File: src/rtl/psram_access_arbiter.sv
// Two-requester arbiter for a single PSRAM controller port: display reads take priority, with a
// bounded burst so the MCU is never starved, and a watchdog that aborts accesses that never finish.
module psram_access_arbiter #(
  parameter int unsigned ADDR_WIDTH    = 23,
  parameter int unsigned DATA_WIDTH    = 8,
  parameter int unsigned DISPLAY_BURST = 4,
  parameter int unsigned TIMEOUT       = 255
) (
  input  logic                  system_clock,
  input  logic                  reset,
  // display requester (read only)
  input  logic                  disp_req,
  input  logic [ADDR_WIDTH-1:0] disp_addr,
  output logic                  disp_ack,
  output logic [DATA_WIDTH-1:0] disp_rdata,
  // MCU requester
  input  logic                  mcu_req,
  input  logic                  mcu_we,
  input  logic [ADDR_WIDTH-1:0] mcu_addr,
  input  logic [DATA_WIDTH-1:0] mcu_wdata,
  output logic                  mcu_ack,
  output logic [DATA_WIDTH-1:0] mcu_rdata,
  // psram controller side
  input  logic                  mem_ready,
  output logic                  mem_request,
  output logic                  mem_write,
  output logic [ADDR_WIDTH-1:0] mem_address,
  output logic [DATA_WIDTH-1:0] mem_wdata,
  input  logic                  mem_done,
  input  logic [DATA_WIDTH-1:0] mem_rdata,
  output logic                  timeout_error
);

  localparam int unsigned BurstW = $clog2(DISPLAY_BURST + 1);
  localparam logic [BurstW-1:0] BurstMax = BurstW'(DISPLAY_BURST);
  localparam logic [7:0] WaitLast = 8'(TIMEOUT - 1);

  typedef enum logic [1:0] {
    StIdle,
    StIssue,
    StWait,
    StRespond
  } state_e;

  state_e                state_q, state_d;
  logic                  grant_mcu_q, grant_mcu_d;
  logic                  mem_write_q, mem_write_d;
  logic [ADDR_WIDTH-1:0] mem_address_q, mem_address_d;
  logic [DATA_WIDTH-1:0] mem_wdata_q, mem_wdata_d;
  logic [DATA_WIDTH-1:0] disp_rdata_q, disp_rdata_d;
  logic [DATA_WIDTH-1:0] mcu_rdata_q, mcu_rdata_d;
  logic [BurstW-1:0]     burst_q, burst_d;
  logic [7:0]            wait_q, wait_d;
  logic                  timeout_q, timeout_d;

  logic                  pick_mcu;
  logic                  wait_expired;
  logic                  capture;
  logic [DATA_WIDTH-1:0] capture_data;

  // Display wins ties until it has taken DISPLAY_BURST grants in a row against a waiting MCU.
  assign pick_mcu     = mcu_req && (!disp_req || (burst_q == BurstMax));
  assign wait_expired = (wait_q == WaitLast);

  always_comb begin
    state_d       = state_q;
    grant_mcu_d   = grant_mcu_q;
    mem_write_d   = mem_write_q;
    mem_address_d = mem_address_q;
    mem_wdata_d   = mem_wdata_q;
    burst_d       = burst_q;
    wait_d        = wait_q;
    timeout_d     = timeout_q;
    capture       = 1'b0;
    capture_data  = '0;

    unique case (state_q)
      StIdle: begin
        if (disp_req || mcu_req) begin
          state_d = StIssue;
          if (pick_mcu) begin
            grant_mcu_d   = 1'b1;
            mem_write_d   = mcu_we;
            mem_address_d = mcu_addr;
            mem_wdata_d   = mcu_wdata;
            burst_d       = '0;
          end else begin
            grant_mcu_d   = 1'b0;
            mem_write_d   = 1'b0;
            mem_address_d = disp_addr;
            mem_wdata_d   = '0;
            if (mcu_req && (burst_q != BurstMax)) begin
              burst_d = burst_q + BurstW'(1);
            end
          end
        end
      end
      StIssue: begin
        wait_d = '0;
        if (mem_ready) begin
          state_d = StWait;
        end
      end
      StWait: begin
        if (mem_done) begin
          capture      = 1'b1;
          capture_data = mem_rdata;
          state_d      = StRespond;
        end else if (wait_expired) begin
          // Aborted reads return zero so stale data is never mistaken for a result.
          capture      = 1'b1;
          capture_data = '0;
          timeout_d    = 1'b1;
          state_d      = StRespond;
        end else begin
          wait_d = wait_q + 8'd1;
        end
      end
      StRespond: begin
        state_d = StIdle;
      end
      default: begin
        state_d = StIdle;
      end
    endcase
  end

  always_comb begin
    disp_rdata_d = disp_rdata_q;
    mcu_rdata_d  = mcu_rdata_q;
    if (capture && !mem_write_q) begin
      if (grant_mcu_q) begin
        mcu_rdata_d = capture_data;
      end else begin
        disp_rdata_d = capture_data;
      end
    end
  end

  always_ff @(posedge system_clock) begin
    if (reset) begin
      state_q       <= StIdle;
      grant_mcu_q   <= 1'b0;
      mem_write_q   <= 1'b0;
      mem_address_q <= '0;
      mem_wdata_q   <= '0;
      disp_rdata_q  <= '0;
      mcu_rdata_q   <= '0;
      burst_q       <= '0;
      wait_q        <= '0;
      timeout_q     <= 1'b0;
    end else begin
      state_q       <= state_d;
      grant_mcu_q   <= grant_mcu_d;
      mem_write_q   <= mem_write_d;
      mem_address_q <= mem_address_d;
      mem_wdata_q   <= mem_wdata_d;
      disp_rdata_q  <= disp_rdata_d;
      mcu_rdata_q   <= mcu_rdata_d;
      burst_q       <= burst_d;
      wait_q        <= wait_d;
      timeout_q     <= timeout_d;
    end
  end

  assign mem_request   = (state_q == StIssue) && mem_ready;
  assign disp_ack      = (state_q == StRespond) && !grant_mcu_q;
  assign mcu_ack       = (state_q == StRespond) && grant_mcu_q;
  assign mem_write     = mem_write_q;
  assign mem_address   = mem_address_q;
  assign mem_wdata     = mem_wdata_q;
  assign disp_rdata    = disp_rdata_q;
  assign mcu_rdata     = mcu_rdata_q;
  assign timeout_error = timeout_q;

endmodule

File: config.mk
export PLATFORM = sky130hd
export DESIGN_NAME = psram_access_arbiter
export DESIGN_NICKNAME = d
export VERILOG_FILES = /design/src/rtl/psram_access_arbiter.sv
export SDC_FILE = /design/constraint.sdc
export NUM_CORES = 1
export LEC_CHECK = 0
export ABC_AREA = 1
export CAP_MARGIN = 0
export CORE_ASPECT_RATIO = 1.1
export CORE_UTILIZATION = 40
export DETAILED_ROUTE_END_ITERATION = 8
export GPL_TIMING_DRIVEN = 0
export PLACE_DENSITY = 0.88
export SYNTH_ARGS = -nofsm -noshare
export SYNTH_HDL_FRONTEND = slang
export SYNTH_SLANG_ARGS = --single-unit
File: constraint.sdc
create_clock -name system_clock -period 1.5 [get_ports system_clock]
set_input_delay 0.3 -clock system_clock [delete_from_list [all_inputs] [get_ports system_clock]]
set_output_delay 0.3 -clock system_clock [all_outputs]
set_load 0.03 [all_outputs]
==> impl_results.md, run 1 <==
* Setup WS post-layout at 22.8 ps
* Yosys warnings at 0
* Clock Skew at 9.10 ps
* Synth top cells by count: nand2_1, nor2_1, inv_1
* PD cells at 1470 nW/µm²
* Max Cap Viol at 0
* Post-synthesis cell area at 3230 µm²
* CP Data Required Time at 1200 ps
* Psw at 3.03 mW
* Post-synth top flop: dfxtp_1
* Fill cells at 653
* Die Span X at 87.7 µm
* Crit start category: register
* Nets at 723
* Hold buffers post-CTS at 0
* RR Endpoint: mcu_rdata[7]
* Largest net degree at the start of global routing at 12
* Diode count at 0
* Placed instance area at 4560 µm²
* Area grow syn2layout at 55.5%
* Hold Path End: wait_q[7]
* CTS Sinks at 63
* GRT Util Overall at 0.207
* Buf/Inv on CP at 2
* H-Tree Depth at 3
* Most common cell in the netlist: nand2_1
* Non-Filler Instances at 758
* Combinational power share at 0.465
* Chip height at 96.3 µm
* Status: finished clean
* Clk_lat worst skew at 340 ps
* Max Fclk at 677 MHz
* Worst slack, placed at -346 ps
* Cells after synthesis at 500
* Relative slew slack at 0.677
* Placer Congestion at 0.850
* Hold Startpoint: reset
* Vias at 3508
* Root Buffer: clkbuf_8
* GR Overflow Total at 0
* Yosys top cell by area: dfxtp_1
* TritonCTS clock tree: done
* Top delay family on crit path: flip-flops
* Syn nets at 578
* Hold Crit Depth at 4
* Distinct cell type count after synthesis at 27
* Leakage at 2.49 nW
* 1st-iter DRT viols at 129
* Port Buffers at 119
* Post-layout util at 0.638
* Routed len/inst at 11.5 µm
* Max stage delay cell, worst path: dfxtp_4
* Clk slew on worst S/H paths at 70 ps
* Worst Max-Slew Pin Slew at 484 ps
* EDFF count, synth at 0
* Sequential element share of the synthesized area at 0.390
* Synth top area share at 0.390
* Crit Path Class: register to primary output
* Proportion of layout cells with a drive suffix above 1 at 0.158
* Crit end category: primary output
* Final instance area at 5020 µm²
* First-pass GRT wire length at 13.6 mm
* Number of vias per cell at 4.63
* Antenna violations before repair at 0
* Core box area at 7870 µm²
* Remaining antenna violation count at 0
* Rows at 34
* Initial core utilization at 0.411
* Asr flop ratio synth at 0
* Clock power share at 0.226
* CTS buffer count at 9
* Placed cells at 727
* Synth area leaders: dfxtp_1, nand2_1, nor2_1
* Sw frac at 0.411
* Reg2reg path depth at 10
* Remaining DRCs at 0
* Die area at 8440 µm²
* RSZ-0062 raised after global routing: yes
* Mean area per synthesized cell at 6.46 µm²
* Hold Path Class: input pin to register
* Final Cycle Share at 0.985
* Cell breakdown of the critical path: ha_4, inv_2, nor2_2, buf_6
* Critical Path AT at 1180 ps
* CP peak stage delay at 410 ps
* Final setup fails at 0
* Worst-path maximum fanout at 4
* Vias in the first global route at 3239
* Detailed Routing Iterations Pass 1 at 4
* Max-slew violations at 0
* WL final at 8.70 mm
* Maximum number of buffers from clock root to sink at 2
* # IOs at 121
* Final hold viol count at 0
* Worst reg2reg startpoint: wait_q[0]
* Setup_tns at 0 ps
* Reg power frac at 0.308
* HPWL Detailed at 6.28 mm
* Worst reg-to-reg setup slack at 60 ps
* Synth Register Bits at 63
* Tmin final at 1480 ps
* Internal power at 4.34 mW
* Worst VDD drop at 947 µV
-- worst max path at each step --
| stage | slack, ps | depth (start not counted) | end | startpoint |
|---|---|---|---|---|
| floorplan | 100 | 8 | mcu_rdata[7] | state_q[0] |
| detailed placement | -350 | 4 | mem_request | mem_ready |
| global placement | -350 | 4 | mem_request | mem_ready |
| global route | -40 | 10 | state_q[0] | wait_q[0] |
| finish | 20 | 4 | disp_ack | state_q[1] |
| CTS | 2 | 5 | mem_request | state_q[1] |
-- power by group through the flow --
stage               Clock (mW)  Combinational, mW  Sequential (mW)
CTS                       1.70               3.22             2.25
global placement             0               3.17             2.24
floorplan                    0               1.51             2.83
finish                    1.67               3.43             2.27
detailed placement           0               3.24             2.26
global route              1.77               3.79             2.31
-- kinds of logic after synthesis --
group	after synthesis	synth area share
and+or+nand+nor	292	0.386
buffers and inverters	104	0.136
DFF	63	0.390
AOI/OAI and AO/OA	32	0.0530
adders and majority gates	9	0.0348
-- placed cells by master, fill, tap and decap left out, types with 2 or more instances in the layout --
cell / synthesis / routed
o21ai_0: 3 / 2
nand3_4: 2 / 2
nand3_1: 33 / 29
dfxtp_1: 63 / 56
buf_2: 6 / 2
clkbuf_8: 0 / 10
buf_4: 3 / 19
o21ai_1: 3 / 3
nand2_1: 150 / 144
dfxtp_2: 0 / 5
nor2_2: 2 / 7
dfxtp_4: 0 / 2
dlygate4sd2_1: 0 / 48
nor3_1: 2 / 2
nor2_1: 79 / 74
ha_1: 9 / 3
clkdlybuf4s50_1: 0 / 67
or2_2: 2 / 2
ha_4: 0 / 5
a21oi_1: 22 / 22
clkbuf_4: 0 / 2
bufinv_16: 0 / 2
buf_8: 0 / 2
inv_1: 76 / 69
inv_2: 6 / 11
nand2_2: 3 / 8
buf_6: 4 / 6
nand3_2: 0 / 4
clkbuf_1: 7 / 7
nand4_1: 16 / 16
nand2_4: 2 / 3
a211oi_1: 2 / 2
-- state kept, by name (all words and copies together), names as in the netlist --
register and cells:
mcu_rdata 8, grant_mcu_q 1, disp_rdata 8, mem_address 23
burst_q 3, state_q 2, timeout_error 1, mem_write 1
mem_wdata 8, wait_q 8
-- what timing repair did --
action / 4_1_cts / 5_1_grt
endpoints found under the setup margin: 88 / 63
pin swaps: 2 / 13
hold endpoints to repair: 0 / 0
gates resized for setup: 84 / 49
cloned: 0 / 2
buffers inserted: 7 / 6
-- worst min-delay path, stage by stage --
cell	delay, ps
clkbuf_1	170
inv_1	110
nand2_1	80
a21oi_1	30
-- cell type report --
class                   instances  area (µm²)  area share
repair buffers                134        1250       0.250
flip-flops and latches         63        1270       0.254
plain buffers                  21         159      0.0316
clock buffers                  11         141      0.0281
multi-input cells             333        1660       0.330
well taps                     108         135      0.0269
clock inverters                 5        81.3      0.0162
inverters                      83         319      0.0635
-- metal layers --
layer  vias to the layer above  track usage  part of all wire
met1                      1549        0.209              0.39
li1                       1807            -                 -
met3                        14       0.0798             0.095
met2                       138        0.376              0.50
met4                         0       0.0915             0.014
met5                         -            0                 0
-- per-stage QoR --
stage	hold slack, ps	power, mW
3_5_place_dp	460	5.51
4_1_cts	376	7.17
3_3_place_gp	452	5.42
5_1_grt	485	7.87
6_report	396	7.37
2_1_floorplan	437	4.34
(Power assumes the default switching activity.)
==> run 2, diff against run 1 <==
--- a/config.mk
+++ b/config.mk
@@ -10,7 +10,6 @@
 export CORE_ASPECT_RATIO = 1.1
 export CORE_UTILIZATION = 40
 export DETAILED_ROUTE_END_ITERATION = 8
-export GPL_TIMING_DRIVEN = 0
 export PLACE_DENSITY = 0.88
 export SYNTH_ARGS = -nofsm -noshare
 export SYNTH_HDL_FRONTEND = slang
==> impl_results.md, run 2 (synthesis gave the netlist of run 1 again) <==
* Commonest non-fill, non-tap cell in the layout: nand2_1
* Max Fclk at 660 MHz
* Worst VDD drop at 971 µV
* Combinational power share at 0.483
* Crit start category: register
* Detailed Routing Iterations Pass 1 at 4
* CTS Sinks at 63
* Worst reg-to-reg setup slack at 70 ps
* Buf/Inv on CP at 3
* Diode count at 0
* H-Tree Depth at 3
* Busiest grt layer: met2
* Final instance area at 4950 µm²
* CP peak stage delay at 350 ps
* Final setup fails at 3
* Largest net degree at the start of global routing at 36
* Routed len/inst at 11.6 µm
* Clock power share at 0.197
* Relative slew slack at 0.770
* Fin Hold WS at 462 ps
* Max FFs per register at 23
* Worst Max-Slew Pin Slew at 345 ps
* CTS buffer count at 9
* Proportion of layout cells with a drive suffix above 1 at 0.137
* Area grow syn2layout at 53.2%
* Hold Startpoint: burst_q[0]
* Remaining antenna violation count at 0
* Cell breakdown of the critical path: buf_6, ha_2, nand2_2, inv_2, buf_12
* # IOs at 121
* Clk slew on worst S/H paths at 80 ps
* Rows at 34
* Placed instance area at 4630 µm²
* Root Buffer: clkbuf_8
* Number of vias per cell at 4.67
* Initial core utilization at 0.411
* CP Data Required Time at 1200 ps
* Tmin final at 1520 ps
* Maximum number of buffers from clock root to sink at 2
* Top delay family on crit path: flip-flops
* Max-slew violations at 0
* Failing checks: negative setup slack
* Die area at 8440 µm²
* HPWL Detailed at 6.24 mm
* Hold Path Class: register to register
* Port Buffers at 120
* Status: complete, but fails checks
* Core box area at 7870 µm²
* Max Cap Viol at 0
* Chip height at 96.3 µm
* Die Span X at 87.7 µm
* Remaining DRCs at 0
* Worst-path maximum fanout at 3
* Most frequent cells in the layout: nand2_1, nor2_1, inv_1, clkdlybuf4s50_1, dfxtp_1
* Psw at 2.93 mW
* Reg2reg path depth at 10
* TritonCTS clock tree: done
* RR Endpoint: wait_q[7]
* Leakage at 2.47 nW
* Clk_lat worst skew at 340 ps
* GR Overflow Total at 0
* Crit Path Class: register to primary output
* Hold Path End: burst_q[0]
* PD cells at 1410 nW/µm²
* Clock Skew at 15.9 ps
* Final hold viol count at 0
* Antenna violations before repair at 0
* Max stage delay cell, worst path: dfxtp_2
* Met3 GRT Util at 0.0763
* Reg power frac at 0.321
* Hold Crit Depth at 1
* Sw frac at 0.419
* Setup WS post-layout at -16.0 ps
* 1st-iter DRT viols at 113
* Worst reg2reg startpoint: wait_q[0]
* Vias in the first global route at 3202
* Critical Path AT at 1220 ps
* RSZ-0062 raised after global routing: yes
* Met2 Use GR at 0.375
* Final Cycle Share at 1.01
* Hold buffers post-CTS at 0
* Placer Congestion at 0.823
* Routing usage on met1 at 0.219
* GRT Util Overall at 0.207
* WL final at 8.70 mm
* Internal power at 4.07 mW
* First-pass GRT wire length at 13.5 mm
* Crit end category: primary output
* Nets at 716
* Vias at 3500
==> run 2: cell types whose count changed in the layout (fill, tap and decap cells not counted), moves of 3 or more <==
| cell | delta |
|---|---|
| buf_12 | +6 |
| clkbuf_1 | -6 |
| ha_4 | -3 |
| nand2_1 | +4 |
| nand2_2 | -5 |
| nand3_1 | +4 |
| nand3_2 | -4 |
| nor2_2 | -3 |
==> run 2: power by group through the flow <==
stage | Clock (mW) | Sequential (mW) | Combinational (mW)
CTS | 1.40 | 2.24 | 3.31
global route | 1.49 | 2.29 | 3.72
floorplan | 0 | 2.83 | 1.51
finish | 1.38 | 2.24 | 3.38
detailed placement | 0 | 2.26 | 3.42
global placement | 0 | 2.24 | 3.32
==> run 2: worst reg2reg max path: cells and delay by family, from the launching register on <==
kind            cells  cell delay, ps
compound gates      2             160
simple gates        4             410
flops               1             330
buf+inv             3             250
fa+ha+maj           1             160
==> run 2: how the worst max path moves through the flow <==
stage / start / endpoint / slack [ps] / cells after the start
floorplan: state_q[0] / mcu_rdata[7] / 100 / 8
global placement: disp_req / mem_address[3] / -110 / 10
detailed placement: disp_req / mem_address[14] / -170 / 10
CTS: state_q[0] / mem_request / -10 / 5
global route: state_q[0] / mem_request / -70 / 5
finish: state_q[0] / mem_request / -20 / 5
==> run 2: repair_timing <==
action / 4_1_cts / 5_1_grt
buffers inserted: 1 / 6
gates cloned: 0 / 1
pin swaps: 1 / 7
resized for setup: 65 / 21
setup endpoints to repair: 59 / 55
endpoints found under the hold margin: 0 / 0
==> run 2: layout make-up <==
class | instances | area, µm²
tap | 108 | 135
multi-input combinational | 334 | 1620
clock buffer | 13 | 169
inverter | 83 | 314
fill | 687 | 2920
timing repair buffer | 147 | 1430
sequential | 63 | 1270
clock inverter | 2 | 15.0
==> run 2: per-stage QoR <==
| step | cells | setup WS (ps) | power, mW | setup TNS (ps) | utilization |
|---|---|---|---|---|---|
| floorplan | 500 | 97.6 | 4.34 | 0 | - |
| global route | 750 | -68.9 | 7.49 | -303 | 0.629 |
| finish | 750 | -16.0 | 7.00 | -23.5 | 0.629 |
| detailed placement | 727 | -168 | 5.68 | -4570 | 0.589 |
| global placement | 727 | -109 | 5.56 | -2890 | 0.589 |
| CTS | 743 | -10.8 | 6.94 | -19.1 | 0.611 |
==> run 2: per-layer routing <==
| metal | vias up | part of all wire |
|---|---|---|
| met5 | - | 0 |
| met4 | 0 | 0.017 |
| met3 | 15 | 0.082 |
| met2 | 137 | 0.50 |
| met1 | 1554 | 0.40 |
| li1 | 1794 | - |
